<file path="config.mk">
export PLATFORM = sky130hd
export DESIGN_NAME = prga_fifo_upsizer
export DESIGN_NICKNAME = d
export VERILOG_FILES = /design/src/rtl/prga_fifo_upsizer.sv
export SDC_FILE = /design/constraint.sdc
export NUM_CORES = 1
export LEC_CHECK = 0
export BUFFER_PORTS_ARGS = -buffer_cell sky130_fd_sc_hd__buf_2
export CORE_ASPECT_RATIO = 2
export CORE_MARGIN = 3
export CORE_UTILIZATION = 53
export CTS_CLUSTER_SIZE = 12
export DETAILED_ROUTE_END_ITERATION = 10
export GPL_TIMING_DRIVEN = 0
export PLACE_DENSITY = 0.83
export SYNTH_ARGS = -nofsm -noshare
export SYNTH_HDL_FRONTEND = slang
export SYNTH_SLANG_ARGS = --single-unit
</file>
<file path="constraint.sdc">
create_clock -name clk -period 2.65 [get_ports clk]
set_input_delay 0.3975 -clock clk [delete_from_list [all_inputs] [get_ports clk]]
set_output_delay 0.3975 -clock clk [all_outputs]
set_load 0.05 [all_outputs]
</file>
<file path="src/rtl/prga_fifo_upsizer.sv">
// ---------------------------------------------------------------------------
// prga_fifo_upsizer
//
// Width-up converter placed directly behind a lookahead prga_fifo. Collects
// MULTIPLIER consecutive DATA_WIDTH-bit words from the upstream FIFO and
// presents them as one wide word on a lookahead FIFO-style read interface.
//
// Parameters
//   DATA_WIDTH  width of one narrow input word
//   MULTIPLIER  narrow words per wide word (2..16)
//   MSB_FIRST   0: first-received word in dout[DATA_WIDTH-1:0]
//               1: first-received word in the top slot of dout
//
// Ports
//   clk      in   clock, all state changes on the rising edge
//   rst      in   asynchronous reset, active low
//   empty_i  in   upstream lookahead FIFO is empty
//   rd_i     out  read strobe to upstream; consumes dout_i this cycle
//   dout_i   in   upstream head word, valid while empty_i = 0
//   empty    out  no complete wide word available
//   rd       in   downstream read strobe; consumes dout this cycle
//   dout     out  packed wide word, valid while empty = 0
//
// The wide word is handed over in the same cycle that the first word of the
// next group is captured (pop and fill together), so a continuously fed
// source streams one wide word every MULTIPLIER cycles with rd_i always high.
// A trailing partial group is never flushed; it waits for more input.
// ---------------------------------------------------------------------------
module prga_fifo_upsizer #(
  parameter int DATA_WIDTH = 8,
  parameter int MULTIPLIER = 4,
  parameter bit MSB_FIRST  = 1'b0
) (
  input  logic                             clk,
  input  logic                             rst,
  input  logic                             empty_i,
  output logic                             rd_i,
  input  logic [DATA_WIDTH-1:0]            dout_i,
  output logic                             empty,
  input  logic                             rd,
  output logic [DATA_WIDTH*MULTIPLIER-1:0] dout
);

  // Counter must represent 0..MULTIPLIER inclusive.
  localparam int              CNT_W = $clog2(MULTIPLIER + 1);
  localparam logic [CNT_W-1:0] FULL = CNT_W'(MULTIPLIER);

  logic [DATA_WIDTH-1:0] slots [MULTIPLIER];
  logic [CNT_W-1:0]      cnt;

  logic                  pop;
  logic [CNT_W-1:0]      wr_idx;

  // -------------------------------------------------------------------------
  // Handshake
  // -------------------------------------------------------------------------
  // empty depends only on the fill counter, so downstream sees a registered
  // status with no combinational path from rd.
  assign empty = (cnt != FULL);

  // A read while empty is simply ignored.
  assign pop = rd && !empty;

  // Accept upstream data whenever there is room, or when the full word is
  // leaving this cycle and slot 0 frees up. When full, rd implies pop.
  assign rd_i = !empty_i && ((cnt < FULL) || rd);

  // A pop restarts the group, so the incoming word lands in slot 0.
  assign wr_idx = pop ? '0 : cnt;

  // -------------------------------------------------------------------------
  // Fill counter
  // -------------------------------------------------------------------------
  // NOTE: state registers use non-blocking assignments so every flop samples
  // pre-edge values regardless of the order the simulator evaluates blocks.
  always_ff @(posedge clk or negedge rst) begin
    if (!rst) begin
      cnt <= '0;
    end else begin
      unique case ({pop, rd_i})
        2'b01:   cnt <= cnt + CNT_W'(1);
        2'b10:   cnt <= '0;
        2'b11:   cnt <= CNT_W'(1);
        default: cnt <= cnt;
      endcase
    end
  end

  // -------------------------------------------------------------------------
  // Slot buffer
  // -------------------------------------------------------------------------
  // NOTE: the slots are reset even though they are storage, because dout must
  // read as zero during reset. Slots above cnt are left stale after a pop;
  // they are never visible while empty is high.
  always_ff @(posedge clk or negedge rst) begin
    if (!rst) begin
      for (int i = 0; i < MULTIPLIER; i++) begin
        slots[i] <= '0;
      end
    end else if (rd_i) begin
      for (int i = 0; i < MULTIPLIER; i++) begin
        if (wr_idx == CNT_W'(i)) begin
          slots[i] <= dout_i;
        end
      end
    end
  end

  // -------------------------------------------------------------------------
  // Output packing
  // -------------------------------------------------------------------------
  // NOTE: dout gets a full default before the loop so no bit can hold its old
  // value through the combinational block and infer a latch.
  always_comb begin
    dout = '0;
    for (int i = 0; i < MULTIPLIER; i++) begin
      if (MSB_FIRST) begin
        dout[(MULTIPLIER-1-i)*DATA_WIDTH +: DATA_WIDTH] = slots[i];
      end else begin
        dout[i*DATA_WIDTH +: DATA_WIDTH] = slots[i];
      end
    end
  end

endmodule
</file>
==> run_results.csv, run 1 <==
group,metric,value,unit
clock_tree,clock_path_buffers,2,
setup_path,crit_type,"reg2reg",
route,drt-vias-per-instance,5.24,
yosys,synth_seq_cells,35,
sta,period_needed,1.90,ns
route,drt_iter0_markers,9,
sta,worst_pin_slew,0.745,ns
route,drt_first_pass_iters,3,
floorplanning,start_util,56.2,%
global_routing,grt_pass1_wl,4.84,mm
placement,hpwl,2.26,mm
outcome,status,"finished, final reports clean",
sta,rsz0062_at_grt,"false",
cells_and_area,n_antenna_cell,0,
yosys,seq_area_frac_synth,60.6,%
global_routing,grt-ovfl-total,0,
clock_tree,root_buffer,"clkbuf_8",
clock_tree,cts_tree,"yes",
cells_and_area,syn_to_final_growth,23.3,%
sta,hold_violations,0,
setup_path,crit_required,2.81,ns
cells_and_area,final_cell_area,1780,um^2
global_routing,antenna_found_initial,0,
global_routing,grt_pass1_vias,994,
sta,finalSetupViolCount,0,
clock_tree,cts_hold_buf,0,
cells_and_area,ff_latch_area,876,um^2
yosys,synth_cell_types,20,
setup_path,startpoint_type,"flop",
clock_tree,path_clk_slew,0.07,ns
floorplanning,die_w,42.9,um
cells_and_area,final_layout_size_suffix_gt1_share,63.4,%
yosys,synthCells,90,
clock_tree,cts_made_buffers,5,
floorplanning,rows,26,
setup_path,end_kind,"flop",
clock_tree,htreeDepth,2,
clock_tree,cts_resized,0,
clock_tree,clock_latency,0.28,ns
route,antenna_left,0,
floorplanning,die_area,3430,um^2
yosys,syn_area_per_cell,16.1,um^2
clock_tree,clkSinkCount,35,
placement,port_buffers,44,
setup_path,rr_worst_depth,5,
floorplanning,fp.coreArea,2570,um^2
setup_path,r2r_slack,0.75,ns
cells_and_area,layout.nets,155,
floorplanning,die_h,79.8,um
sta,max_freq,525,MHz
sta,max_slew_margin,50.3,%
clock_tree,cts_setup_buffers,0,
route,vias,890,
sta,post-route-period-util,71.9,%
setup_path,timing.critical_path.fanout_max,8,
route,route.detailed.drc,0,
global_routing,grt.total_usage,19.6,%
route,wl_per_cell,17.0,um
global_routing,grt_max_degree,36,
floorplanning,io_pins,46,
sta,skew,0.00506,ns
run,maxCapViolCount,0,
min_path,min-delay-path-class,"in2async",
sta,tns,0,ns
yosys,ys_warn_count,0,
placement,place_area,1700,um^2
yosys,syn_nets,104,
route,routed_wl,2.89,mm
yosys,synth.cell_area,1450,um^2
setup_path,timing.rr.start,"cnt[0]",
placement,gp_congestion,0.790,
cells_and_area,num-fill-cells,203,
setup_path,cp_data_arrival_time,2.07,ns
setup_path,timing.rr.end,"dout[5]",
cells_and_area,multi_input_area,546,um^2
sta,final-max-slew-violation-count,0,
==> cells in the final DEF, fill, tap and decap left out <==
cell      instances
a21boi_0          1
a21oi_4           1
buf_2            45
buf_6             1
clkbuf_1          2
clkbuf_8          5
clkinv_2          1
dfrtp_1          35
ha_1              2
inv_1             1
inv_2             1
mux2_2           32
nand2_1           2
nand3_1           1
nor2_1            1
nor2b_1           2
nor4_4            3
o211ai_1          1
o21a_1            1
o21ai_0           1
or3_1             1
or3b_2            1
xnor2_1           1
==> metrics by stage <==
step                      utilization, %  setup slack [ns]  std cells  hold WS (ns)
after floorplan                        -             0.916         90         0.102
after global placement              66.2             0.814        162         0.486
after detailed placement            66.2             0.747        162         0.491
after CTS                           69.3             0.737        170         0.199
after global routing                69.3             0.632        170         0.226
final                               69.3             0.745        170         0.173
==> final cells by class <==
type / instances / area share, %
Clock buffer: 7 / 4.28
Clock inverter: 1 / 0.281
Buffer: 2 / 0.913
Sequential cell: 35 / 49.2
Inverter: 2 / 0.421
Multi-Input combinational cell: 51 / 30.6
Tap cell: 28 / 1.97
Timing Repair Buffer: 44 / 12.4
==> cell families after synthesis <==
family | Yosys count | share of synthesized area [%]
muxes | 32 | 24.9
xor gates and xnor gates | 1 | 0.606
buffers and inverters | 4 | 1.64
adders and majority gates | 2 | 1.73
and+or+nand+nor | 11 | 7.45
AOI/OAI and AO/OA | 5 | 3.03
DFF | 35 | 60.6
==> registers in the layout (all words and copies together), names as in the netlist <==
signal	cells
cnt	3
dout	32
==> worst max-delay path, stage by stage, from the launching register on <==
cell     delay [ns]
dfrtp_1        0.45
inv_1          0.20
ha_1           0.23
nand3_1        0.17
a21oi_4        0.35
mux2_2         0.38
==> metal layers <==
metal / global-route usage (%) / vias to the layer above / wire, um
li1: - / 421 / -
met3: 5.42 / 5 / 127
met2: 34.6 / 23 / 1720
met4: 9.35 / 0 / 53
met1: 20.7 / 441 / 989
met5: 0 / - / 0
==> how the worst max path moves through the flow <==
stage | from | end | slack [ns] | cells past startpoint
floorplan | cnt[2] | rd_i | 0.92 | 3
global placement | cnt[0] | dout[0] | 0.81 | 5
detailed placement | cnt[0] | dout[5] | 0.75 | 5
CTS | cnt[0] | dout[5] | 0.74 | 5
global route | cnt[0] | dout[5] | 0.63 | 5
finish | cnt[0] | dout[5] | 0.75 | 5
==> synthesized netlist by cell type <==
master	n	area share, %
a21boi_0	1	0.52
a21oi_4	1	1.1
buf_2	1	0.35
buf_6	1	0.78
dfrtp_1	35	61
ha_1	2	1.7
inv_1	1	0.26
inv_2	1	0.26
mux2_2	32	25
nand2_1	2	0.52
nand3_1	1	0.35
nor2_1	1	0.26
nor2b_1	2	0.87
nor4_4	3	4.4
o211ai_1	1	0.52
o21a_1	1	0.52
o21ai_0	1	0.35
or3_1	1	0.43
or3b_2	1	0.61
xnor2_1	1	0.61
Power of run 1 is left out: the tool's default activity adds up to more than one toggle a clock period on the data nets, which glitch-free logic cannot reach.
==> inputs of run 2 (changes only) <==
ABC_AREA = 1   (was not set)
CORE_UTILIZATION = 50   (was 53)
PLACE_DENSITY = 0.78   (was 0.83)
clock period = 2 ns   (was 2.65 ns; I/O delays follow)
==> run_results.csv, run 2 <==
group,metric,value,unit
cells_and_area,layout.cells.most_common,"nand2_1",
clock_tree,clkSinkCount,35,
min_path,min-delay-path-class,"in2async",
cells_and_area,mostFrequentLayoutCells,"nand2_1 (67), buf_2 (45), dfrtp_1 (35)",
global_routing,grt_use_met2,35.0,%
setup_path,crit_required,1.70,ns
global_routing,antenna_found_initial,0,
global_routing,grt_pass1_vias,1270,
placement,port_buffers,45,
yosys,synth_ff_type,"dfrtp_1",
clock_tree,htreeDepth,2,
yosys,synth-edff-count,0,
floorplanning,fp.coreArea,2840,um^2
outcome,status,"finished, final reports clean",
sta,tns,0,ns
yosys,seq_area_frac_synth,56.8,%
sta,max_freq,565,MHz
sta,max_slew_margin,48.5,%
route,drt_first_pass_iters,4,
placement,hpwl,2.59,mm
clock_tree,clock_path_buffers,2,
setup_path,timing.critical_path.fanout_max,5,
cells_and_area,n_antenna_cell,0,
sta,rsz0062_at_grt,"false",
clock_tree,cts_setup_buffers,0,
setup_path,cp_data_arrival_time,1.47,ns
clock_tree,cts_tree,"yes",
setup_path,end_kind,"primary output",
route,drt_iter0_markers,23,
cells_and_area,largest_register_ffs,32,
yosys,synthCells,165,
clock_tree,root_buffer,"clkbuf_8",
clock_tree,clock_latency,0.29,ns
floorplanning,io_pins,46,
yosys,syn_nets,179,
yosys,synth_area_leaders,"dfrtp_1 (57%), nand2_1 (16%), nand3_1 (11%)",
yosys,yosysTopAreaCellShare,56.8,%
floorplanning,die_h,84.5,um
sta,skew,0.00595,ns
cells_and_area,postLayoutCoreUtil,67.5,%
global_routing,met3_usage,3.43,%
yosys,synth_cell_types,15,
global_routing,top_usage_layer,"met2",
route,routed_wl,3.45,mm
clock_tree,cts_hold_buf,0,
placement,gp_congestion,0.755,
yosys,ys_warn_count,0,
clock_tree,path_clk_slew,0.07,ns
yosys,syn_area_per_cell,9.34,um^2
sta,hold_violations,0,
floorplanning,die_w,45.3,um
clock_tree,cts_made_buffers,5,
cells_and_area,final_layout_size_suffix_gt1_share,32.1,%
floorplanning,start_util,54.3,%
route,route.detailed.drc,0,
sta,finalSetupViolCount,0,
sta,worst_pin_slew,0.773,ns
cells_and_area,num-fill-cells,245,
route,vias,1306,
setup_path,crit_type,"reg2out",
global_routing,grt_max_degree,36,
sta,final-max-slew-violation-count,0,
global_routing,grt_pass1_wl,5.64,mm
yosys,async_flop_share,100,%
route,drt-vias-per-instance,5.29,
global_routing,met1_usage,21.9,%
sta,post-route-period-util,88.5,%
global_routing,grt.total_usage,20.0,%
yosys,yosys.cell_count.top_type,"nand2_1",
global_routing,grt-ovfl-total,0,
yosys,synth_common_cells,"nand2_1 (67), dfrtp_1 (35), nand3_1 (34), inv_1 (6), nand2_2 (5)",
setup_path,r2r_slack,0.24,ns
clock_tree,cts_resized,0,
yosys,synth_seq_cells,35,
floorplanning,die_area,3830,um^2
cells_and_area,syn_to_final_growth,24.3,%
setup_path,startpoint_type,"flop",
floorplanning,rows,27,
route,antenna_left,0,
route,wl_per_cell,14.0,um
sta,period_needed,1.77,ns
run,maxCapViolCount,0,
cells_and_area,layout.nets,231,
yosys,synth_top_area_cell,"dfrtp_1",
yosys,synth.cell_area,1540,um^2
[run 2: cell types whose count changed after synthesis, moves of 2 or more]
cell     delta
inv_1       +5
buf_6       +2
mux2_2     -32
nand2_4     +2
nand3_1    +33
nand2_1    +65
nor2_4      +3
nand2_2     +5
nor4_4      -3
xor2_1      +2
nor2b_1     -2
[run 2: layout make-up]
type | count | area [um^2] | share of cell area (%)
inverter | 6 | 22.5 | 1.18
multi-input combinational | 121 | 609 | 31.8
clock inverter | 3 | 43.8 | 2.29
buffer | 3 | 33.8 | 1.76
clock buffer | 5 | 68.8 | 3.59
sequential | 35 | 876 | 45.7
timing repair buffer | 45 | 225 | 11.8
tap | 29 | 36.3 | 1.89
[run 2: path summary, 6_finish.rpt]
path | to | start | cells after the start
max | empty | cnt[1] | 4
min | dout[17] | rst | 1
max reg2reg | dout[14] | cnt[1] | 8
min reg2reg | dout[0] | dout[0] | 2
max in group asynchronous | dout[24] | rst | 1
min in group clk | dout[30] | dout_i[6] | 3
[run 2: metal layers]
metal | wire (um) | share of wire, %
met3 | 250 | 7.2
met1 | 1250 | 36
met4 | 111 | 3.2
met5 | 0 | 0
met2 | 1840 | 53
[run 2: cell families (layout without fill, tap and decap cells)]
family	Yosys count	after routing	synth area share [%]
xor gates and xnor gates	2	2	1.14
and+or+nand+nor	113	113	35.0
AOI/OAI and AO/OA	4	4	1.79
adders and majority gates	2	2	1.62
DFF	35	35	56.8
buffers and inverters	9	62	3.65
[run 2: per-stage QoR]
step	hold WS (ns)	instances	instance area [um^2]	worst slack [ns]
global placement	0.386	239	1800	0.330
CTS	0.103	247	1920	0.218
floorplan	0.00441	165	1540	0.452
finish	0.0773	247	1920	0.231
global route	0.142	247	1920	0.0787
detailed placement	0.413	239	1800	0.251
[run 2: worst max-delay path, stage by stage, from the launching register on]
cell	delay, ns
dfrtp_1	0.46
inv_1	0.13
ha_1	0.25
nand2_1	0.08
buf_2	0.25
Power of run 2 is left out for the same reason.
